## config.mk

```make
export PLATFORM = sky130hd
export DESIGN_NAME = video_timing_detect
export DESIGN_NICKNAME = d
export VERILOG_FILES = /design/src/rtl/video_timing_pkg.sv /design/src/rtl/video_timing_detect_sync_edge_det.sv /design/src/rtl/video_timing_detect.sv
export SDC_FILE = /design/constraint.sdc
export NUM_CORES = 1
export LEC_CHECK = 0
export BUFFER_PORTS_ARGS = -buffer_cell sky130_fd_sc_hd__buf_2
export CAP_MARGIN = 20
export CORE_ASPECT_RATIO = 0.7
export CORE_MARGIN = 1
export CORE_UTILIZATION = 52
export DETAILED_ROUTE_END_ITERATION = 6
export GPL_TIMING_DRIVEN = 0
export PLACE_DENSITY = 0.76
export SYNTH_ARGS = -nofsm -noshare
export SYNTH_HDL_FRONTEND = slang
export SYNTH_HIERARCHICAL = 1
export SYNTH_SLANG_ARGS = --single-unit
```

## constraint.sdc

```tcl
create_clock -name I_PCLK -period 2.9 [get_ports I_PCLK]
set_clock_uncertainty 0.15 [all_clocks]
set_input_delay 0.435 -clock I_PCLK [delete_from_list [all_inputs] [get_ports I_PCLK]]
set_output_delay 0.435 -clock I_PCLK [all_outputs]
set_load 0.1 [all_outputs]
```

## src/rtl/video_timing_pkg.sv

```systemverilog
// Shared video timing definitions: FSM encoding, counter widths, VGA defaults.
// Latency: n/a (types and constants only).
// Backpressure: n/a.
// Also used by the output timing generator so both sides agree on encodings.
package video_timing_pkg;

  typedef enum logic [1:0] {
    SEARCH  = 2'd0,
    MEASURE = 2'd1,
    VERIFY  = 2'd2,
    LOCKED  = 2'd3
  } vt_state_t;

  localparam int CNT_W = 12;
  localparam int COL_W = 10;
  localparam int ROW_W = 9;

  localparam int DEF_HTOTAL = 800;
  localparam int DEF_HACT   = 640;
  localparam int DEF_VTOTAL = 525;
  localparam int DEF_VACT   = 480;

  localparam logic [CNT_W-1:0] CNT_MAX = '1;
  localparam logic [CNT_W-1:0] CNT_ONE = CNT_W'(1);
  localparam logic [CNT_W-1:0] CNT_PRE = CNT_MAX - CNT_ONE;

  // Increment that sticks at the all-ones value instead of wrapping.
  function automatic logic [CNT_W-1:0] sat_inc(input logic [CNT_W-1:0] v);
    return (v == CNT_MAX) ? v : v + CNT_ONE;
  endfunction

endpackage

```

## src/rtl/video_timing_detect_sync_edge_det.sv

```systemverilog
// Polarity-normalising input register with a registered rising-edge pulse.
// Latency: lvl1 1 clock, lvl2 and rise 2 clocks from the raw input.
// Backpressure: none; free-running every clock.
// Ports: I_PCLK/I_RST clock and sync reset; raw input sample;
//        lvl1 stage-1 level (active-high), lvl2 stage-2 level, rise stage-2 pulse.
module sync_edge_det #(
  parameter bit POL = 1'b1
) (
  input  logic I_PCLK,
  input  logic I_RST,
  input  logic raw,
  output logic lvl1,
  output logic lvl2,
  output logic rise
);

  always_ff @(posedge I_PCLK) begin
    if (I_RST) begin
      lvl1 <= 1'b0;
      lvl2 <= 1'b0;
      rise <= 1'b0;
    end else begin
      // XOR with the inverted polarity makes the asserted level read as 1.
      lvl1 <= raw ^ ~POL;
      lvl2 <= lvl1;
      rise <= lvl1 & ~lvl2;
    end
  end

endmodule

```

## src/rtl/video_timing_detect.sv

```systemverilog
// Sync-stream decoder: recovers pixel column/row, measures geometry, declares lock.
// Latency: 2 clocks input to O_DE/O_PIXEL_*/O_*_START; measurements 1 clock later.
// Backpressure: none; consumes one pixel per clock unconditionally.
// Ports: I_PCLK, I_RST (sync, active-high); I_VSYNC/I_HSYNC/I_DE raw inputs;
//        O_DE/O_PIXEL_COLUMN/O_PIXEL_ROW aligned pixel position; O_FRAME_START,
//        O_LINE_START edge pulses; O_HTOTAL/O_HACT/O_VTOTAL/O_VACT geometry;
//        O_LOCKED lock status; O_ERR pulse on lock loss or missing HS.
module video_timing_detect
  import video_timing_pkg::*;
#(
  parameter int VGA_HTOTAL = DEF_HTOTAL,
  parameter int VGA_HACT   = DEF_HACT,
  parameter int VGA_VTOTAL = DEF_VTOTAL,
  parameter int VGA_VACT   = DEF_VACT,
  parameter bit HS_POL     = 1'b1,
  parameter bit VS_POL     = 1'b1
) (
  input  logic             I_PCLK,
  input  logic             I_RST,
  input  logic             I_VSYNC,
  input  logic             I_HSYNC,
  input  logic             I_DE,
  output logic             O_DE,
  output logic [COL_W-1:0] O_PIXEL_COLUMN,
  output logic [ROW_W-1:0] O_PIXEL_ROW,
  output logic             O_FRAME_START,
  output logic             O_LINE_START,
  output logic [CNT_W-1:0] O_HTOTAL,
  output logic [CNT_W-1:0] O_HACT,
  output logic [CNT_W-1:0] O_VTOTAL,
  output logic [CNT_W-1:0] O_VACT,
  output logic             O_LOCKED,
  output logic             O_ERR
);

  localparam logic [CNT_W-1:0] EXP_HTOTAL = CNT_W'(VGA_HTOTAL);
  localparam logic [CNT_W-1:0] EXP_HACT   = CNT_W'(VGA_HACT);
  localparam logic [CNT_W-1:0] EXP_VTOTAL = CNT_W'(VGA_VTOTAL);
  localparam logic [CNT_W-1:0] EXP_VACT   = CNT_W'(VGA_VACT);
  localparam logic [COL_W-1:0] COL_ONE    = COL_W'(1);
  localparam logic [ROW_W-1:0] ROW_ONE    = ROW_W'(1);

  logic hs_lvl1, hs_lvl2, hs_rise;
  logic vs_lvl1, vs_lvl2, vs_rise;
  logic de_lvl1, de_lvl2, de_rise;

  sync_edge_det #(.POL(HS_POL)) u_hs (
    .I_PCLK (I_PCLK), .I_RST (I_RST), .raw (I_HSYNC),
    .lvl1   (hs_lvl1), .lvl2 (hs_lvl2), .rise (hs_rise)
  );
  sync_edge_det #(.POL(VS_POL)) u_vs (
    .I_PCLK (I_PCLK), .I_RST (I_RST), .raw (I_VSYNC),
    .lvl1   (vs_lvl1), .lvl2 (vs_lvl2), .rise (vs_rise)
  );
  sync_edge_det #(.POL(1'b1)) u_de (
    .I_PCLK (I_PCLK), .I_RST (I_RST), .raw (I_DE),
    .lvl1   (de_lvl1), .lvl2 (de_lvl2), .rise (de_rise)
  );

  // HS stage levels are not needed; only its registered edge pulse is used.
  logic unused_hs_lvl;
  assign unused_hs_lvl = hs_lvl1 ^ hs_lvl2;

  assign O_DE          = de_lvl2;
  assign O_FRAME_START = vs_rise;
  assign O_LINE_START  = hs_rise;

  // Pixel position is updated from stage-1 edges so it lands with O_DE.
  logic de_rise1, vs_rise1;
  assign de_rise1 = de_lvl1 & ~de_lvl2;
  assign vs_rise1 = vs_lvl1 & ~vs_lvl2;

  logic de_prev, de_fall;
  assign de_fall = de_prev & ~de_lvl2;

  logic [CNT_W-1:0] h_cnt, hact_cnt, v_cnt, vact_cnt;
  logic             hs_seen, row_first;

  // Next values of the measurement registers; lock decisions use these so
  // a VS edge is judged on the values latched by that same edge.
  logic [CNT_W-1:0] htotal_nxt, hact_nxt, vtotal_nxt, vact_nxt;
  logic             match, h_sat;

  always_comb begin
    htotal_nxt = O_HTOTAL;
    if (hs_rise && hs_seen) htotal_nxt = sat_inc(h_cnt);
    hact_nxt = de_fall ? hact_cnt : O_HACT;
    vtotal_nxt = O_VTOTAL;
    // A coincident HS edge belongs to the frame that is closing.
    if (vs_rise) vtotal_nxt = hs_rise ? sat_inc(v_cnt) : v_cnt;
    vact_nxt = vs_rise ? vact_cnt : O_VACT;
  end

  assign match = (htotal_nxt == EXP_HTOTAL) && (hact_nxt == EXP_HACT) &&
                 (vtotal_nxt == EXP_VTOTAL) && (vact_nxt == EXP_VACT);

  // Single-cycle event: h_cnt is about to reach its ceiling (HS missing).
  assign h_sat = !hs_rise && (h_cnt == CNT_PRE);

  vt_state_t state, state_nxt;
  logic      err_nxt;

  always_ff @(posedge I_PCLK) begin
    if (I_RST) begin
      state    <= SEARCH;
      O_LOCKED <= 1'b0;
      O_ERR    <= 1'b0;
    end else begin
      state    <= state_nxt;
      O_LOCKED <= (state_nxt == LOCKED);
      O_ERR    <= err_nxt;
    end
  end

  always_comb begin
    state_nxt = state;
    err_nxt   = 1'b0;
    if (h_sat) begin
      state_nxt = SEARCH;
      err_nxt   = 1'b1;
    end else if (vs_rise) begin
      case (state)
        SEARCH:  state_nxt = MEASURE;
        MEASURE: state_nxt = match ? VERIFY : SEARCH;
        VERIFY:  state_nxt = match ? LOCKED : SEARCH;
        LOCKED: begin
          if (!match) begin
            state_nxt = SEARCH;
            err_nxt   = 1'b1;
          end
        end
        default: state_nxt = SEARCH;
      endcase
    end
  end

  always_ff @(posedge I_PCLK) begin
    if (I_RST) begin
      h_cnt          <= '0;
      hact_cnt       <= '0;
      v_cnt          <= '0;
      vact_cnt       <= '0;
      hs_seen        <= 1'b0;
      de_prev        <= 1'b0;
      row_first      <= 1'b1;
      O_HTOTAL       <= '0;
      O_HACT         <= '0;
      O_VTOTAL       <= '0;
      O_VACT         <= '0;
      O_PIXEL_COLUMN <= '0;
      O_PIXEL_ROW    <= '0;
    end else begin
      if (hs_rise) begin
        h_cnt   <= '0;
        hs_seen <= 1'b1;
      end else begin
        h_cnt <= sat_inc(h_cnt);
      end

      if (de_fall)      hact_cnt <= '0;
      else if (de_lvl2) hact_cnt <= sat_inc(hact_cnt);

      if (vs_rise)      v_cnt <= '0;
      else if (hs_rise) v_cnt <= sat_inc(v_cnt);

      if (vs_rise)      vact_cnt <= '0;
      else if (de_rise) vact_cnt <= sat_inc(vact_cnt);

      de_prev  <= de_lvl2;
      O_HTOTAL <= htotal_nxt;
      O_HACT   <= hact_nxt;
      O_VTOTAL <= vtotal_nxt;
      O_VACT   <= vact_nxt;

      // Column wraps freely; it restarts at every DE rising edge anyway.
      if (de_rise1)     O_PIXEL_COLUMN <= '0;
      else if (de_lvl1) O_PIXEL_COLUMN <= O_PIXEL_COLUMN + COL_ONE;

      // First active line after VS stays at row 0.
      if (vs_rise1) begin
        O_PIXEL_ROW <= '0;
        row_first   <= 1'b1;
      end else if (de_rise1) begin
        if (row_first) row_first   <= 1'b0;
        else           O_PIXEL_ROW <= O_PIXEL_ROW + ROW_ONE;
      end
    end
  end

endmodule

```

==> results of run 1 <==
final timing paths:
check                 start   endpoint  slack (ns)
setup / recovery   v_cnt[1]   O_LOCKED        0.02
hold / removal         I_DE  u_de/lvl1        0.09
setup reg to reg   v_cnt[1]   O_LOCKED        0.02
hold reg to reg   u_hs/lvl2  u_hs/rise        0.24
where the power goes:
part | internal [mW] | total, mW | switching [mW]
sequential | 1.82 | 1.84 | 0.0247
combinational | 0.0540 | 0.192 | 0.138
clock | 1.38 | 2.20 | 0.817
total | 3.25 | 4.23 | 0.980
kinds of logic after synthesis:
group	count (synthesis)	share of synthesized area, %
DFF	131	44.9
buffers and inverters	44	3.05
adders and majority gates	7	1.50
AOI/OAI and AO/OA	111	13.0
xor gates and xnor gates	35	5.25
and+or+nand+nor	323	28.8
muxes	20	3.47
cells in the final DEF (no fill, tap or decap), types with 5 or more instances in the layout:
master | synthesis | routed
sky130_fd_sc_hd__nor2_1 | 102 | 102
sky130_fd_sc_hd__ha_1 | 7 | 5
sky130_fd_sc_hd__xnor2_1 | 11 | 11
sky130_fd_sc_hd__nand2_1 | 62 | 62
sky130_fd_sc_hd__xor2_1 | 24 | 23
sky130_fd_sc_hd__a211oi_1 | 9 | 7
sky130_fd_sc_hd__nor2b_1 | 18 | 18
sky130_fd_sc_hd__inv_1 | 10 | 10
sky130_fd_sc_hd__buf_2 | 4 | 81
sky130_fd_sc_hd__nand3_1 | 18 | 16
sky130_fd_sc_hd__and3_1 | 10 | 10
sky130_fd_sc_hd__nor3_1 | 15 | 14
sky130_fd_sc_hd__and4_1 | 7 | 7
sky130_fd_sc_hd__o21ai_0 | 11 | 10
sky130_fd_sc_hd__and2_1 | 9 | 9
sky130_fd_sc_hd__nor4_1 | 7 | 5
sky130_fd_sc_hd__a21o_1 | 5 | 5
sky130_fd_sc_hd__nand2b_1 | 7 | 7
sky130_fd_sc_hd__or3_1 | 8 | 8
sky130_fd_sc_hd__a31oi_1 | 13 | 13
sky130_fd_sc_hd__mux2i_1 | 18 | 18
sky130_fd_sc_hd__a21oi_1 | 35 | 35
sky130_fd_sc_hd__clkbuf_16 | 0 | 17
sky130_fd_sc_hd__nand4_1 | 29 | 29
sky130_fd_sc_hd__clkbuf_1 | 24 | 24
sky130_fd_sc_hd__buf_4 | 1 | 15
sky130_fd_sc_hd__dfxtp_1 | 131 | 125
metal layers:
layer | share of wire, % | wire, um | up-vias
met1 | 45 | 7410 | 2628
met4 | 2.3 | 384 | 0
li1 | - | - | 2613
met5 | 0 | 0 | -
met3 | 9.2 | 1500 | 49
met2 | 43 | 7080 | 292
stage by stage:
step / TNS [ns] / utilization [%] / power [mW] / area, um^2
after global routing: -0.132 / 68.7 / 4.34 / 7300
after global placement: -1.44 / 60.2 / 2.05 / 6400
final: 0 / 68.7 / 4.23 / 7300
after detailed placement: -2.07 / 60.2 / 2.06 / 6400
after CTS: -0.00661 / 66.5 / 4.24 / 7070
after floorplan: 0 / - / 2.01 / 5840
worst max-delay path, delay by kind of cell, from the launching register on:
kind | cells | cell delay, ns
AOI/OAI and AO/OA | 3 | 0.73
xor gates and xnor gates | 1 | 0.14
adders and majority gates | 1 | 0.14
buffers and inverters | 2 | 0.32
DFF | 1 | 0.38
and+or+nand+nor | 3 | 0.95
final cells by class:
class	instances	area, um^2
fill	854	3330
multi-input combinational	496	3190
sequential	131	2640
timing repair buffer	91	490
clock buffer	21	450
tap	148	185
clock inverter	11	153
buffer	33	153
inverter	10	37.5
what timing repair did:
item,in CTS,in global routing
cloned,0,1
gates resized for setup,14,32
endpoints found under the setup margin,13,12
buffers inserted,1,13
pin swaps,4,13
registers in the layout (all words and copies together), names as in the netlist, 2 cells and up:
name and count:
vact_cnt 12, O_PIXEL_ROW 9, O_HTOTAL 12, O_HACT 12, O_VACT 12, O_VTOTAL 12, h_cnt 12, hact_cnt 12
v_cnt 12, state 2, O_PIXEL_COLUMN 10
==> results.txt, run 1 <==
The pre-CTS worst setup slack is -0.253 ns. The post-route clock period utilization is 99.4%. The met3 track demand over resource is 7.82%. The count of buffers inserted at the top-level ports is 76.

For met1 alone, demand over resource in global routing was 39.3%. The fraction of layout cells with a size suffix above 1 is 22.4%. The maximum root-to-sink buffer count came out at 2.

The number of clock buffers added by TritonCTS is 17. The number of vias in the routed layout is 5582. For this run, the register share of the synthesized area comes to 44.9%.

The required arrival time at the worst endpoint is 3.11 ns. At the end of the flow, the number of nets in the layout was 792. Dividing the detail-routed via count by the number of cells gives 5.93. Along the worst hold path, the cell count comes to 2. The number of failing setup endpoints in the final timing report came out at 0. The flow ran to the end, and the final reports show no timing, DRC or antenna violations. Counting tap cells, the placed design contains a total of 895 instances.

The post-cts hold buffer count is 0. The tree is rooted in a sky130_fd_sc_hd__clkbuf_16. The wire length after detailed routing came out at 16400 um. The effective utilization at floorplan is 54.9%. The floorplan die height came out at 90.6 um. The biggest area contributor in the post-synthesis netlist is sky130_fd_sc_hd__dfxtp_1. The first global-routing pass estimated 25600 um of wire. The highest attainable clock frequency is 347 MHz.

For this run, the leading register cell type out of synthesis is sky130_fd_sc_hd__dfxtp_1. The worst-margin pin slew is 0.724 ns. The iteration count of the initial detailed-routing pass is 6. The total power per unit cell area is 580 mW/mm^2. The detailed router's first-iteration violation count came out at 517. The cell area that synthesis handed to floorplanning was 0.00583 mm^2. For this run, the slowest stage of the critical path takes 0.52 ns. STA classifies the critical path startpoint as a register.

The least setup slack across all paths after layout is 0.0174 ns. TritonCTS built the clock tree. The average size of a mapped cell is 8.70 um^2. The total congestion overflow is 0. The worst setup path is captured at a register. The final max-slew violation count is 0.

The depth of the CTS H-tree came out at 4. The final weighted congestion in routability-driven placement is 0.929. sky130_fd_sc_hd__dfxtp_1 is the most common cell in the netlist. Setup repair after global routing could not meet its margin everywhere. The leakage power is 2.82 nW. The I/O pin count came out at 77. The number of nets in the synthesized netlist is 683.

The top cell type's share of synthesized area is 44.9%. The source-to-sink clock delay at the later pin of the worst-skew pair came out at 0.42 ns. Entering global routing, the biggest net connects 17 pins. The detailed placer's ending HPWL is 11100 um. The sink count of the clock tree came out at 131.

The hold violation count in the final report is 0. The max-cap check violation count came out at 0. The initial antenna violation count came to 0. The busiest metal layer after global routing is met2. The combined global-route utilization of all metal layers came out at 28.2%. The clock-pin slew reported for the worst setup and hold paths after clock tree synthesis came out at 0.06 ns. Across the VDD grid, the largest voltage drop is 0.000425 V.

The die width is 129 um. The fraction of synthesis flops using an asynchronous set or reset pin is 0%. After synthesis, the cell types taking the most area are sky130_fd_sc_hd__dfxtp_1 (45%), sky130_fd_sc_hd__nor2_1 (6.6%), sky130_fd_sc_hd__nand2_1 (4.0%). The arrival time reported for the critical path endpoint came out at 3.09 ns. On the critical path, the stage with the largest delay is an instance of sky130_fd_sc_hd__or4bb_4. The worst hold slack across all endpoints is 0.0894 ns.

The worst pin sits at a relative slew slack of 50.5%. The met2 track demand over resource came out at 41.9%. Dividing the detail-routed wire length by the instance count gives 17.4 um. The count of flip-flops with a built-in enable after synthesis is 0. The synthesized netlist contains 67 unique library cells. In this run the remaining antenna-violating nets after routing total 0. The final non-filler cell total is 941. After detailed routing, the number of remaining DRC violations is 0. The floorplan step defined a die boundary enclosing 0.0117 mm^2.

The highest fanout seen on the critical path came out at 5. Counting every instance in the synthesized netlist gives 671. The warning count from the yosys run is 6. The smallest clock period supported by the final layout is computed as 2.88 ns. The critical path in this run is classified as reg2reg. The critical path goes through ha_4 > buf_6 > nand4_1 > buf_4 > o31ai_4 > xor2_2 > a211oi_2 > or4bb_4 > nor4_4 > o211a_1. The via count of the first global-routing pass is 5049. The worst-case reg-to-reg path depth came out at 10.

From synthesis to final layout, the design area changed by 25.1%. In the synthesized netlist, the cells that appear most often are sky130_fd_sc_hd__dfxtp_1 (131), sky130_fd_sc_hd__nor2_1 (102), sky130_fd_sc_hd__nand2_1 (62). The area inside the core boundary came out at 0.0106 mm^2. The row count is 31.

The path class of the tightest hold or removal check is in2reg. The number of diodes came out at 0. The total of flip-flops plus latches after synthesis came out at 131.
(Power assumes the default switching activity.)
==> run 2: changes to the inputs <==
CORE_ASPECT_RATIO = 0.5   (was 0.7)
==> results.txt, run 2 (synthesis results as in run 1) <==
The detailed router's first-iteration violation count is 380 (-26%). The highest attainable clock frequency was 351 MHz (+1.3%). The worst-case reg-to-reg path depth is 11 (+1).

In this run the critical register-to-register path is launched from v_cnt[1]. The maximum root-to-sink buffer count was 2 (unchanged). The final weighted congestion in routability-driven placement is 0.917 (-1.2%). The run finished with clean final reports. The detail-routed net length per standard cell is 16.7 um (-3.9%). The wire length on met1 is 6980 um (-5.7%).

The highest fanout seen on the critical path came out at 8 (+3). The launch point of the critical path is v_cnt[1]. The highest ir drop seen on vdd is 0.000442 V (+4.0%). The first-pass GRT wire length is 25000 um (-2.5%).

The number of failing setup endpoints in the final timing report came out at 0 (unchanged). The sink count of the clock tree is 131 (unchanged). The total DRC errors in the routed layout is 0 (unchanged). The detailed-route vias per instance was 5.81 (-2.1%). The count of buffers inserted at the top-level ports came out at 76 (unchanged).

The path class of the tightest hold or removal check is in2reg. The cell seen most often among critical-path stages is sky130_fd_sc_hd__buf_6. The via count of the first global-routing pass was 5063 (+0.28%).

The final max-slew violation count was 0 (unchanged). The critical setup path kind is reg2reg. The final antenna-violating net count is 0 (unchanged).

The number of nets in the final layout was 790 (-0.25%). The length of routed met2 wiring came out at 7320 um (+3.4%). The most frequent standard cell in the layout excluding fill and tap cells is sky130_fd_sc_hd__dfxtp_1. The total congestion overflow came out at 0 (unchanged).

The cell area reported after detailed placement is 0.00639 mm^2 (-0.16%). The highest cell delay on the worst timing path is 0.52 ns (about the same). The floorplan die height came out at 76.9 um (-15%).

The sort of element at the end of the critical path is a register. Setup repair after global routing could not meet its margin everywhere. The final non-filler cell total is 930 (-1.2%). CTS placed an instance of sky130_fd_sc_hd__clkbuf_16 at the clock tree root. The fraction of layout cells with a size suffix above 1 was 23.2% (+0.72 points).

The cell family contributing the most delay on the critical path is compound AO/OA/AOI/OAI gates. The leakage power came out at 2.82 nW (about the same). The max-cap check violation count is 0 (unchanged).

The combined global-route utilization of all metal layers came out at 26.8% (-1.4 points). The sum of negative setup slack was 0 ns (unchanged). The I/O pin count came out at 77 (unchanged). The wire length after detailed routing came out at 15600 um (-5.0%). The largest net degree at the start of global routing was 17 (unchanged).

The number of buffers inserted during clock tree synthesis is 17 (unchanged). The initial antenna violation count came out at 0 (unchanged). The startpoint type of the worst setup path is a register. The iteration count of the initial detailed-routing pass is 7 (+1). The total instance count after detailed placement is 887 (-0.89%). The post-route clock period utilization was 98.1% (-1.3 points). The total die area came out at 0.0117 mm^2 (+0.16%).

The relative slew slack was 40.0% (-11 points). The signal on the critical path passes through ha_4 > buf_6 > nand4_1 > buf_6 > o31ai_4 > xor2_2 > a211oi_2 > or4bb_4 > buf_6 > nor4_4 > o211a_1. The total power of the final layout is 4.27 mW (+0.95%). The TritonCTS clock tree is built. The effective utilization at floorplan was 55.4% (+0.46 points). The finished layout cell area came out at 0.00736 mm^2 (+0.81%). The die width came to 152 um (+18%). The total number of cells along the worst setup path is 11 (+1).

The fill cell instance count of the final layout is 862 (+0.94%). The total power per unit cell area was 581 mW/mm^2 (+0.14%). The last element of the critical path is O_LOCKED. The post-route minimum period came out at 2.85 ns (-0.0366 ns). The hold violation count in the final report is 0 (unchanged). The area inside the core boundary came to 0.0105 mm^2 (-0.82%). The depth of the CTS H-tree is 4 (unchanged). The post-cts hold buffer count came out at 0 (unchanged). The number of vias in the routed layout is 5402 (-3.2%). The worst-margin pin slew came out at 0.877 ns (+0.154 ns).

The source-to-sink clock delay at the later pin of the worst-skew pair is 0.43 ns (about the same). From synthesis to final layout, the design area changed by 26.1%. The worst register-to-register path ends at O_LOCKED. The row count is 26 (-16%). For this design, the slowest cell found on the critical path is sky130_fd_sc_hd__or4bb_4. The required arrival time at the worst endpoint came to 3.12 ns (about the same).

The uppermost layer routed is met4. The sum of buffers and inverters on the critical path is 3 (+1). The number of diodes came out at 0 (unchanged). The clock-pin slew reported for the worst setup and hold paths after clock tree synthesis is 0.06 ns (about the same).

The detailed placer's ending HPWL came out at 10700 um (-3.7%). The arrival time reported for the critical path endpoint came out at 3.06 ns (-0.03 ns). The library cells used most frequently in the layout, excluding fill and tap cells, are sky130_fd_sc_hd__dfxtp_1 (125), sky130_fd_sc_hd__nor2_1 (102), sky130_fd_sc_hd__buf_2 (80). The slack of the worst reg-to-reg path came to 0.05 ns (+0.04 ns). The length of routed met3 wiring came to 972 um (-35%).
run 2: power by group:
part | total, mW | internal, mW | switching, mW
registers | 1.84 | 1.82 | 0.0254
clock network | 2.24 | 1.39 | 0.857
logic | 0.188 | 0.0530 | 0.135
run 2: worst register-to-register path, delay by kind of cell, from the launching register on:
kind                       cells  cell delay, ns
AOI/OAI and AO/OA              3            0.85
and+or+nand+nor                3            0.74
buffers and inverters          3            0.42
DFF                            1            0.37
adders and majority gates      1            0.13
xor gates and xnor gates       1            0.13
run 2: what timing repair did:
item                       CTS  global route
setup buffers                3            10
pin swaps                    7            11
setup endpoints to repair   11            11
gates resized for setup     19            38
run 2: cell type report:
| cell class | instances | area, um^2 | area share [%] |
|---|---|---|---|
| Tap cell | 140 | 175 | 2.38 |
| Inverter | 10 | 37.5 | 0.510 |
| Clock inverter | 13 | 175 | 2.38 |
| Multi-Input combinational cell | 496 | 3250 | 44.2 |
| Timing Repair Buffer | 89 | 485 | 6.60 |
| Sequential cell | 131 | 2640 | 35.9 |
| Buffer | 33 | 153 | 2.08 |
| Clock buffer | 18 | 439 | 5.97 |
run 2: per-layer routing:
layer	GRT usage, %	vias up
met5	0	-
li1	-	2622
met1	34.3	2572
met3	5.82	29
met2	44.1	179
met4	10.9	0
run 2: how the worst min path moves through the flow:
stage | cells after the start | to | start
global route | 2 | u_de/lvl1 | I_DE
CTS | 2 | u_de/lvl1 | I_DE
floorplan | 1 | u_hs/rise | u_hs/lvl2
finish | 2 | u_de/lvl1 | I_DE
detailed placement | 1 | u_hs/rise | u_hs/lvl2
global placement | 1 | u_hs/rise | u_hs/lvl2
run 2: stage by stage:
step	hold slack (ns)	utilization [%]	setup WS [ns]
3_3_place_gp	0.234	60.6	-0.321
3_5_place_dp	0.244	60.6	-0.369
6_report	0.0782	69.8	0.0540
5_1_grt	0.0799	69.8	-0.0325
2_1_floorplan	0.229	-	0.136
4_1_cts	0.0764	67.5	0.0140
